===== src/rtl/hpu_mem_arb.sv =====
// Round-robin arbiter sharing the hpu_mem request port among NREQ requesters.
// Tracks each issue through S1 (suc, issue+1) and S2 (rdata, issue+2) and
// re-issues failed attempts ahead of new traffic until RETRY_MAX is exhausted.
module hpu_mem_arb #(
  parameter int NREQ      = 3,
  parameter int AW        = 32,
  parameter int DW        = 32,
  parameter int RETRY_MAX = 15
) (
  input  logic                 clk_i,
  input  logic                 rst_i,
  input  logic [NREQ-1:0]      req_vld_i,
  input  logic [NREQ-1:0]      req_we_i,
  input  logic [NREQ*AW-1:0]   req_addr_i,
  input  logic [NREQ*DW-1:0]   req_wdata_i,
  input  logic [NREQ*DW/8-1:0] req_wstrb_i,
  output logic [NREQ-1:0]      req_done_o,
  output logic                 req_err_o,
  output logic [DW-1:0]        rsp_rdata_o,
  output logic                 mem_wr_en_o,
  output logic                 mem_rd_en_o,
  output logic [AW-1:0]        mem_addr_o,
  output logic [DW-1:0]        mem_wdata_o,
  output logic [DW/8-1:0]      mem_wstrb_o,
  input  logic                 mem_wr_suc_i,
  input  logic                 mem_rd_suc_i,
  input  logic [DW-1:0]        mem_rdata_i
);

  localparam int SW = DW / 8;
  localparam int PW = (NREQ > 1) ? $clog2(NREQ) : 1;
  localparam int CW = 8;

  typedef logic [PW-1:0] idx_t;
  typedef logic [CW-1:0] cnt_t;

  // Pipeline and arbitration state
  logic     s1_vld;
  idx_t     s1_owner;
  logic     s1_we;
  cnt_t     s1_cnt;
  logic     s2_vld;
  idx_t     s2_owner;
  idx_t     rr_ptr;
  logic     retry_vld;
  idx_t     retry_owner;
  cnt_t     retry_cnt;

  // Combinational arbitration results
  logic [NREQ-1:0] busy;
  logic [NREQ-1:0] elig;
  logic            gnt_vld;
  logic            gnt_retry;
  idx_t            gnt_idx;
  logic            gnt_we;
  logic [AW-1:0]   gnt_addr;
  logic [DW-1:0]   gnt_wdata;
  logic [SW-1:0]   gnt_wstrb;
  idx_t            rr_next;

  // S1 evaluation
  logic s1_suc;
  logic s1_fail;
  logic s1_exh;
  logic s1_retry;
  logic s1_wr_done;
  logic s1_rd_ok;

  // Requesters with an attempt in S1 or a read in S2 cannot be granted again
  always_comb begin
    busy = '0;
    if (s1_vld) busy[s1_owner] = 1'b1;
    if (s2_vld) busy[s2_owner] = 1'b1;
    elig = req_vld_i & ~busy;
  end

  // Grant: pending retry owner first, otherwise first eligible at/after rr_ptr
  always_comb begin
    int unsigned idx;
    idx       = 0;
    gnt_vld   = 1'b0;
    gnt_retry = 1'b0;
    gnt_idx   = '0;
    if (retry_vld && elig[retry_owner]) begin
      gnt_vld   = 1'b1;
      gnt_retry = 1'b1;
      gnt_idx   = retry_owner;
    end else begin
      for (int unsigned k = 0; k < NREQ; k++) begin
        idx = (32'(rr_ptr) + k) % 32'(NREQ);
        if (!gnt_vld && elig[idx_t'(idx)]) begin
          gnt_vld = 1'b1;
          gnt_idx = idx_t'(idx);
        end
      end
    end
    rr_next = (gnt_idx == idx_t'(NREQ - 1)) ? '0 : gnt_idx + idx_t'(1);
  end

  // Payload mux from the granted requester slice
  always_comb begin
    gnt_we    = 1'b0;
    gnt_addr  = '0;
    gnt_wdata = '0;
    gnt_wstrb = '0;
    for (int unsigned i = 0; i < NREQ; i++) begin
      if (gnt_vld && gnt_idx == idx_t'(i)) begin
        gnt_we    = req_we_i[i];
        gnt_addr  = req_addr_i[i*AW +: AW];
        gnt_wdata = req_wdata_i[i*DW +: DW];
        gnt_wstrb = req_wstrb_i[i*SW +: SW];
      end
    end
  end

  // S1 outcome: success, retryable failure, or exhausted failure
  always_comb begin
    s1_suc     = s1_we ? mem_wr_suc_i : mem_rd_suc_i;
    s1_fail    = s1_vld & ~s1_suc;
    s1_exh     = s1_fail && (s1_cnt == cnt_t'(RETRY_MAX));
    s1_retry   = s1_fail && !s1_exh;
    s1_wr_done = s1_vld & s1_we & s1_suc;
    s1_rd_ok   = s1_vld & ~s1_we & s1_suc;
  end

  // Outputs; everything is held at 0 while reset is asserted
  always_comb begin
    req_done_o  = '0;
    req_err_o   = 1'b0;
    rsp_rdata_o = '0;
    mem_wr_en_o = 1'b0;
    mem_rd_en_o = 1'b0;
    mem_addr_o  = '0;
    mem_wdata_o = '0;
    mem_wstrb_o = '0;
    if (!rst_i) begin
      if (s1_wr_done || s1_exh) req_done_o[s1_owner] = 1'b1;
      if (s2_vld) begin
        req_done_o[s2_owner] = 1'b1;
        rsp_rdata_o          = mem_rdata_i;
      end
      req_err_o   = s1_exh;
      mem_wr_en_o = gnt_vld & gnt_we;
      mem_rd_en_o = gnt_vld & ~gnt_we;
      mem_addr_o  = gnt_addr;
      mem_wdata_o = gnt_wdata;
      mem_wstrb_o = gnt_wstrb;
    end
  end

  // Pipeline stages, round-robin pointer and retry bookkeeping
  always_ff @(posedge clk_i) begin
    if (rst_i) begin
      s1_vld      <= 1'b0;
      s1_owner    <= '0;
      s1_we       <= 1'b0;
      s1_cnt      <= '0;
      s2_vld      <= 1'b0;
      s2_owner    <= '0;
      rr_ptr      <= '0;
      retry_vld   <= 1'b0;
      retry_owner <= '0;
      retry_cnt   <= '0;
    end else begin
      s1_vld   <= gnt_vld;
      s1_owner <= gnt_idx;
      s1_we    <= gnt_we;
      s1_cnt   <= gnt_retry ? retry_cnt : '0;
      s2_vld   <= s1_rd_ok;
      s2_owner <= s1_owner;
      if (gnt_vld && !gnt_retry) rr_ptr <= rr_next;
      // A new failure can only come from a different owner than a pending
      // retry being granted this cycle, so setting wins over clearing.
      if (s1_retry) begin
        retry_vld   <= 1'b1;
        retry_owner <= s1_owner;
        retry_cnt   <= s1_cnt + cnt_t'(1);
      end else if (gnt_retry || (retry_vld && !req_vld_i[retry_owner])) begin
        retry_vld <= 1'b0;
        retry_cnt <= '0;
      end
    end
  end

endmodule

===== config.mk =====
export PLATFORM = sky130hd
export DESIGN_NAME = hpu_mem_arb
export DESIGN_NICKNAME = d
export VERILOG_FILES = /design/src/rtl/hpu_mem_arb.sv
export SDC_FILE = /design/constraint.sdc
export NUM_CORES = 1
export LEC_CHECK = 0
export BUFFER_PORTS_ARGS = -buffer_cell sky130_fd_sc_hd__buf_2
export CORE_AREA = 2 2 138 140
export DETAILED_ROUTE_END_ITERATION = 10
export DIE_AREA = 0 0 140 142
export MAX_ROUTING_LAYER = met4
export SYNTH_ARGS = -nofsm -noshare
export SYNTH_HDL_FRONTEND = slang
export SYNTH_SLANG_ARGS = --single-unit

===== constraint.sdc =====
create_clock -name clk_i -period 2.95 [get_ports clk_i]
set_input_delay 0.4425 -clock clk_i [delete_from_list [all_inputs] [get_ports clk_i]]
set_output_delay 0.4425 -clock clk_i [all_outputs]
set_load 0.05 [all_outputs]

Word level (Yosys, flattened, before mapping)

Index checks and enable logic that the tools add are counted.

Bits in registers: 28
Input bits: 246
Output and inout bits: 106
Logic and storage cells: 122

$add $sub $neg: 4
Div/mod/pow operators: 3
Order comparisons: 8
Eq/ne operators: 3
Multiplexer cells: 57
Bitwise gates (word level): 15
Reduce and logical (&&, ||, !) cells: 22

Operators by type and width:

| cell                  | number |
|---|---|
| $mux 32               | 10 |
| $mod 32x2->32 const B | 2 |
| $mod 2x2->32 const B  | 1 |
| $mux 1                | 23 |
| $lt 2x3->1 const B    | 6 |
| $mux 3                | 6 |
| $mux 4                | 4 |
| $mux 8                | 2 |
| $logic_and 1x1->1     | 12 |
| $bmux 1 s2            | 5 |
| $mux 2                | 5 |
| $add 8x1->8 const B   | 1 |
| $eq 8x4->1 const B    | 1 |
| $and 1x1->1           | 7 |
| $or 3x3->3            | 2 |
| $logic_not 1->1       | 5 |
| $demux 1 s2           | 2 |
| $ge 2x1->1 const B    | 2 |
| $not 1->1             | 4 |
| $add 2x1->3 const B   | 1 |
| $add 2x2->3 const B   | 1 |
| $and 3x3->3           | 1 |
| $not 3->3             | 1 |
| $add 2x1->2 const B   | 1 |
| 6 further kinds       | 7 |

Logic depth before layout (Yosys ltp)

Word-level depth: 29
Depth in mapped cells: 13
Gate-level depth less buffers: 9

Worst setup path after synthesis

OpenSTA, ideal clock, no wires.

Path kind: register to output
Start: reg rr_ptr[0]
End: out mem_wr_en_o
Arrival time: 3.020 ns
Data required time: 2.508 ns
Slack: -0.513 ns
Stages on the path, launching flop included: 12
Path buffers: 3
Cells stage by stage: dfxtp_1 -> inv_1 -> ha_1 -> clkbuf_1 -> or3_1 -> nand3_1 -> nor3_1 -> o21a_1 -> buf_2 -> buf_4 -> mux2i_1 -> o31ai_1

Longest elaborated chain between the ends: 20
Elaborated cells between the ends (all ways): 36
Classes of those cells: add/sub (2); div (3); eq/ne (2); mux (20); bitwise (1); reduce/logical (8)

RTL lines:

| what                                                   | line | RTL |
|---|---|---|
| start, declared                                        | 44   | `idx_t rr_ptr;` |
| start signal, assigned                                 | 171  | `if (gnt_vld && !gnt_retry) rr_ptr <= rr_next;` |
| branches (longest 18 deep; another with $mod 32x2->32) | n/a  |  |
| $and 1x1->1 *                                          | 143  | `mem_wr_en_o = gnt_vld & gnt_we;` |
| $mux 1 *                                               | 136  | `if (!rst_i) begin` |
| end, declared                                          | 20   | `output logic mem_wr_en_o,` |

Every way passes the cells marked *. The select of a mux whose other input is x is not followed.

Final worst setup path

Start: reg s1_owner[0]
End: out mem_addr_o[11]

Longest elaborated chain between the ends: 27
Elaborated cells between the ends (all ways): 43
Classes of those cells: order compare (2); eq/ne (2); mux (26); bitwise (3); reduce/logical (10)

RTL lines:

| what                                                                  | line | RTL |
|---|---|---|
| start, declared                                                       | 39   | `idx_t s1_owner;` |
| start signal, assigned                                                | 166  | `s1_owner <= gnt_idx;` |
| $lt 2x3->1 (implied by the code) / $ge 2x1->1 (equally long branches) | 72   | `if (s1_vld) busy[s1_owner] = 1'b1;` |
| $logic_and 1x1->1 (implied by the code)                               | 72   |  |
| $mux 1 (implied by the code)                                          | 72   |  |
| $demux 1 s2 *                                                         | 72   |  |
| $mux 3 *                                                              | 72   |  |
| $or 3x3->3 (no line)                                                  | n/a  |  |
| $mux 3 *                                                              | 73   | `if (s2_vld) busy[s2_owner] = 1'b1;` |
| $not 3->3 *                                                           | 74   | `elig = req_vld_i & ~busy;` |
| [10 not listed]                                                       | n/a  |  |
| $logic_and 1x1->1                                                     | 91   | `if (!gnt_vld && elig[idx_t'(idx)]) begin` |
| $mux 2                                                                | 91   |  |
| $mux 2                                                                | 84   | `if (retry_vld && elig[retry_owner]) begin` |
| $logic_not 2->1                                                       | 107  | `if (gnt_vld && gnt_idx == idx_t'(i)) begin` |
| $logic_and 1x1->1                                                     | 107  |  |
| $mux 32 (2 in a row)                                                  | 107  |  |
| $mux 32 *                                                             | 107  |  |
| $mux 32 *                                                             | 136  |  |
| end, declared                                                         | 22   | `output logic [AW-1:0] mem_addr_o,` |

Mark *: on every way between the ends. The rest lies on a longest branch, timed or not. The select of a mux whose other input is x is not followed.

==> reports/metrics.sh <==
SYNTH_TOP_FAMILY_BY_AREA='simple AND/OR/NAND/NOR gates'
NUMBER_OF_STANDARD_CELL_ROWS_IN_THE_FLOORPLAN=50
P_SW_W=0.00451
WORST_SLACK_NS=-0.153
WORST-ENDPOINT-ARRIVAL_NS=2.66
TOTAL_DETAILED_ROUTING_WIRELENGTH_UM=20400
ROUTE.ANTENNA.REMAINING_NETS=0
SYNTH_XOR_XNOR_AREA_SHARE_PCT=1.73
WORST-PATH-MAX-FANOUT=6
SEQ_AREA_FRAC_SYNTH_PCT=18.4
POST-SYNTH-TOP-AREA-FRACTION_PCT=19.6
POWER.INTERNAL_W=0.00442
REMAINING_DRC_ERRORS=18
EFFECTIVE_UTILIZATION_AT_FLOORPLAN_PCT=16.5
SYNTH-EDFF-COUNT=0
SYNTH_SIMPLE_GATE_AREA_SHARE_PCT=40.9
FIN_TOTAL_PWR_W=0.00894
HP-CLASS='register to register'
DRT_PRE_ANTENNA_ITERS=8
MAX_SLEW.WORST_PIN.SLEW_NS=0.481
AREAGROWTHSYNTHTOFINISH_PCT=168
TNS_NS=-5.55
SYNTH_FF_TYPE='sky130_fd_sc_hd__dfxtp_1'
POSTSYNTHCELLCOUNT=445
N_ANTENNA_CELL=0
FAILING_CHECKS='DRC, setup timing'
PLACE.PORT_BUFFERS=351
MAX_CAP_VIOL_COUNT=0
SW_FRAC_OF_TOTAL_PCT=50.5
DIE_W_UM=140
TRITONCTS='yes'
GLOBALROUTETOTALUTIL_PCT=17.8
TIMING.HOLD.WS_NS=0.455
SLEW_VIOLATIONS=0
DP.FINAL_HPWL_UM=12400
DRT-VIAS-PER-INSTANCE=4.88
REGISTER_AREA_UM2=576
CLK-INSERTION-DELAY-LATE_NS=0.26
SETUP.REG_TO_REG.WORST_SLACK_NS=0.41
OUTCOME='finished with violations'
FINAL_HOLD_VIOL_COUNT=0
CLK_PIN_SLEW_NS=0.07
SYNTH_CELL_TYPE_COUNT=46
POST_SYNTHESIS_MUX_AREA_SHARE_PCT=1.69
WORST_HOLD_PATH.NUM_CELLS=1
YS_FF_LATCH=28
ADDER_CELL_FRACTION_OF_SYNTH_AREA_PCT=1.89
DIEAREA_UM2=19900
IOPINCOUNT=352
HTREE_NUM_LEVELS=1
POWER.SHARE.COMBINATIONAL_PCT=90.3
POWER_FRAC_SEQ_PCT=5.3
VDD.IR_DROP.WORST_mV=0.676
DIE_H_UM=142
CLK_ROOT_BUFFER_CELL='sky130_fd_sc_hd__clkbuf_16'
ACHIEVABLE-FREQUENCY_GHz=0.322
CLK_PATH_BUF_DEPTH=2
PWR-SHARE-CLK_PCT=4.5
POWER_PER_CELL_AREA_nW_PER_UM2=1100
WIRE_LENGTH_OF_THE_FIRST_GLOBAL_ROUTING_PASS_UM=27500
SYN_AREA_UM2=3040
MULTI_INPUT_AREA_UM2=3480
VIAS_IN_THE_FIRST_GLOBAL_ROUTE=5090
REG2REG_DEPTH=11
GRT_OVERFLOW_TOTAL=0
GRT_SETUP_UNREPAIRED='true'
WL_PER_CELL_UM=18.8
FINAL.FILL_COUNT=1722
LAST_WEIGHTED_CONGESTION_VALUE_OF_THE_ROUTABILITY_DRIVEN_PLACER=0.819
TIMING.CRITICAL_PATH.TO_TYPE='primary output'
POST-ROUTE-MIN-PERIOD_NS=3.10
NUMCTSBUFFERS=3
TOTAL_LEAKAGE_POWER_nW=3.70
DETAILROUTE.VIA_COUNT=5296
FP.COREAREA_UM2=18500
LAYOUT-DRIVE-GT1-SHARE_PCT=73.9
SYNTH_WARNINGS=0
SYNTH-COMPOUND-AREA-SHARE_PCT=27.8
POST_SYNTH_MAIN_AREA_CONTRIBUTORS='sky130_fd_sc_hd__a221oi_1 (20%), sky130_fd_sc_hd__dfxtp_1 (18%), sky130_fd_sc_hd__nor3_1 (12%)'
LAYOUT.NETS=1101
TIMING.SETUP.CRITICAL_PATH_CLASS='register to primary output'
FINAL-SETUP-VIOL-COUNT=66
CTS_HOLD_REPAIR.BUFFERS=0
TIMING.SLEW.HEADROOM_PCT=67.8
GRT_ANTENNA_BEFORE_REPAIR=0
GRT_MAX_DEGREE=48
POST-SYNTH-TOP-AREA-CELL='sky130_fd_sc_hd__a221oi_1'
FIRST_ITER_VIOLATIONS=368
AVGSYNTHCELLAREA_UM2=6.83
YS_ASYNC_SR_FRACTION_PCT=0
PERIOD_SHARE_PCT=105
WORST_CLOCK_SKEW_NS=0.00425
TIMING.CRITICAL_PATH.FROM_TYPE='register'
WORST_EP_REQUIRED_TIME_NS=2.51
SYNTH.NET_COUNT=694
CTS_SINKS=28
-- power by group through the flow --
| stage | clock network (W) | logic (W) | registers (W) |
|---|---|---|---|
| 3_3_place_gp | 0 | 0.00483 | 0.000461 |
| 4_1_cts | 0.000407 | 0.00701 | 0.000463 |
| 2_1_floorplan | 0 | 0.00340 | 0.000455 |
| 5_1_grt | 0.000426 | 0.00841 | 0.000479 |
| 3_5_place_dp | 0 | 0.00484 | 0.000461 |
| 6_report | 0.000399 | 0.00806 | 0.000472 |
-- metal layers --
metal  global-route usage [%]  part of all wire, %
met5                        -                    0
met4                     3.14                 0.96
met3                     2.02                  6.1
met2                     31.2                   50
met1                     22.6                   43
-- Yosys cell counts (2+ instances only) --
cell                       instances
sky130_fd_sc_hd__or3_1             4
sky130_fd_sc_hd__nand2b_1          2
sky130_fd_sc_hd__a21oi_1          11
sky130_fd_sc_hd__xnor2_1           3
sky130_fd_sc_hd__xor2_1            3
sky130_fd_sc_hd__o211a_1           3
sky130_fd_sc_hd__nand3b_1          5
sky130_fd_sc_hd__nor2_1           85
sky130_fd_sc_hd__o21ai_0           3
sky130_fd_sc_hd__buf_2            11
sky130_fd_sc_hd__maj3_1            2
sky130_fd_sc_hd__ha_1              3
sky130_fd_sc_hd__nand3_1           7
sky130_fd_sc_hd__o31ai_1           2
sky130_fd_sc_hd__nand3_2           3
sky130_fd_sc_hd__nand4_1           3
sky130_fd_sc_hd__dfxtp_1          28
sky130_fd_sc_hd__nand4b_1          2
sky130_fd_sc_hd__mux2i_1           4
sky130_fd_sc_hd__nand2_1           8
sky130_fd_sc_hd__buf_4             3
sky130_fd_sc_hd__and2_1           41
sky130_fd_sc_hd__and3_1            4
sky130_fd_sc_hd__a22oi_1           7
sky130_fd_sc_hd__a221oi_1         68
sky130_fd_sc_hd__inv_1             5
sky130_fd_sc_hd__o21a_1            2
sky130_fd_sc_hd__clkbuf_1         32
sky130_fd_sc_hd__nor2b_1           5
sky130_fd_sc_hd__nor3_1           70
-- final timing paths --
path	startpoint	to
worst min register to register	retry_cnt[2]	s1_cnt[2]
worst max-delay path	s1_owner[0]	mem_addr_o[11]
worst max register to register	s1_owner[1]	rr_ptr[0]
worst min-delay path	retry_cnt[2]	s1_cnt[2]
-- per-stage QoR --
stage | setup WS (ns) | instances | cell area [um^2] | utilization, %
after floorplan | -0.0874 | 445 | 3450 | -
after global placement | -0.0104 | 1025 | 5780 | 31.3
after detailed placement | -0.0546 | 1025 | 5780 | 31.3
after CTS | -0.0943 | 1062 | 7470 | 40.5
after global routing | -0.226 | 1085 | 8130 | 44.1
final | -0.153 | 1085 | 8130 | 44.1
-- area by class of cell --
cell class | instances | share of cell area [%]
inverters | 5 | 0.261
clock buffers | 3 | 0.923
well taps | 234 | 3.60
clock inverters | 1 | 0.369
repair buffers | 449 | 45.0
flip-flops and latches | 28 | 7.08
multi-input cells | 365 | 42.8
-- placed cells by master (no fill, tap or decap), types with 5 or more instances in the layout --
master,count
sky130_fd_sc_hd__a21oi_1,10
sky130_fd_sc_hd__a221oi_2,45
sky130_fd_sc_hd__a221oi_4,20
sky130_fd_sc_hd__a22oi_1,7
sky130_fd_sc_hd__and2_1,41
sky130_fd_sc_hd__buf_12,21
sky130_fd_sc_hd__buf_16,9
sky130_fd_sc_hd__buf_2,279
sky130_fd_sc_hd__buf_4,42
sky130_fd_sc_hd__buf_6,81
sky130_fd_sc_hd__buf_8,5
sky130_fd_sc_hd__clkbuf_16,13
sky130_fd_sc_hd__dfxtp_1,20
sky130_fd_sc_hd__dfxtp_2,6
sky130_fd_sc_hd__nand2_1,8
sky130_fd_sc_hd__nand3_1,6
sky130_fd_sc_hd__nand3b_1,5
sky130_fd_sc_hd__nor2_1,76
sky130_fd_sc_hd__nor2_2,8
sky130_fd_sc_hd__nor2b_1,5
sky130_fd_sc_hd__nor3_2,57
sky130_fd_sc_hd__nor3_4,13
-- state kept, by name, summed over array words and instances, names as in the netlist, 2 cells and up --
name,count
s2_owner,2
rr_ptr,2
retry_owner,2
retry_cnt,8
s1_cnt,8
s1_owner,2
-- logic make-up after synthesis --
| family | count (synthesis) |
|---|---|
| fa+ha+maj | 5 |
| compound gates | 103 |
| xor+xnor | 6 |
| mux | 5 |
| simple gates | 246 |
| buf+inv | 52 |
| flops | 28 |
-- repair_timing --
action	CTS	global route
pin swaps	60	35
endpoints found under the setup margin	70	71
resized for setup	254	60
gates cloned	10	11
setup buffers	23	14
-- worst max-delay path: stages (launching register included) --
cell	delay (ns)
sky130_fd_sc_hd__dfxtp_2	0.34
sky130_fd_sc_hd__or3b_4	0.42
sky130_fd_sc_hd__nand4_1	0.13
sky130_fd_sc_hd__o211a_4	0.19
sky130_fd_sc_hd__nor2_4	0.06
sky130_fd_sc_hd__buf_6	0.12
sky130_fd_sc_hd__o21a_4	0.26
sky130_fd_sc_hd__buf_12	0.17
sky130_fd_sc_hd__clkbuf_16	0.17
sky130_fd_sc_hd__a221oi_4	0.26
sky130_fd_sc_hd__nor3_2	0.08
sky130_fd_sc_hd__buf_6	0.17
Power figures use the tool's default switching activity.
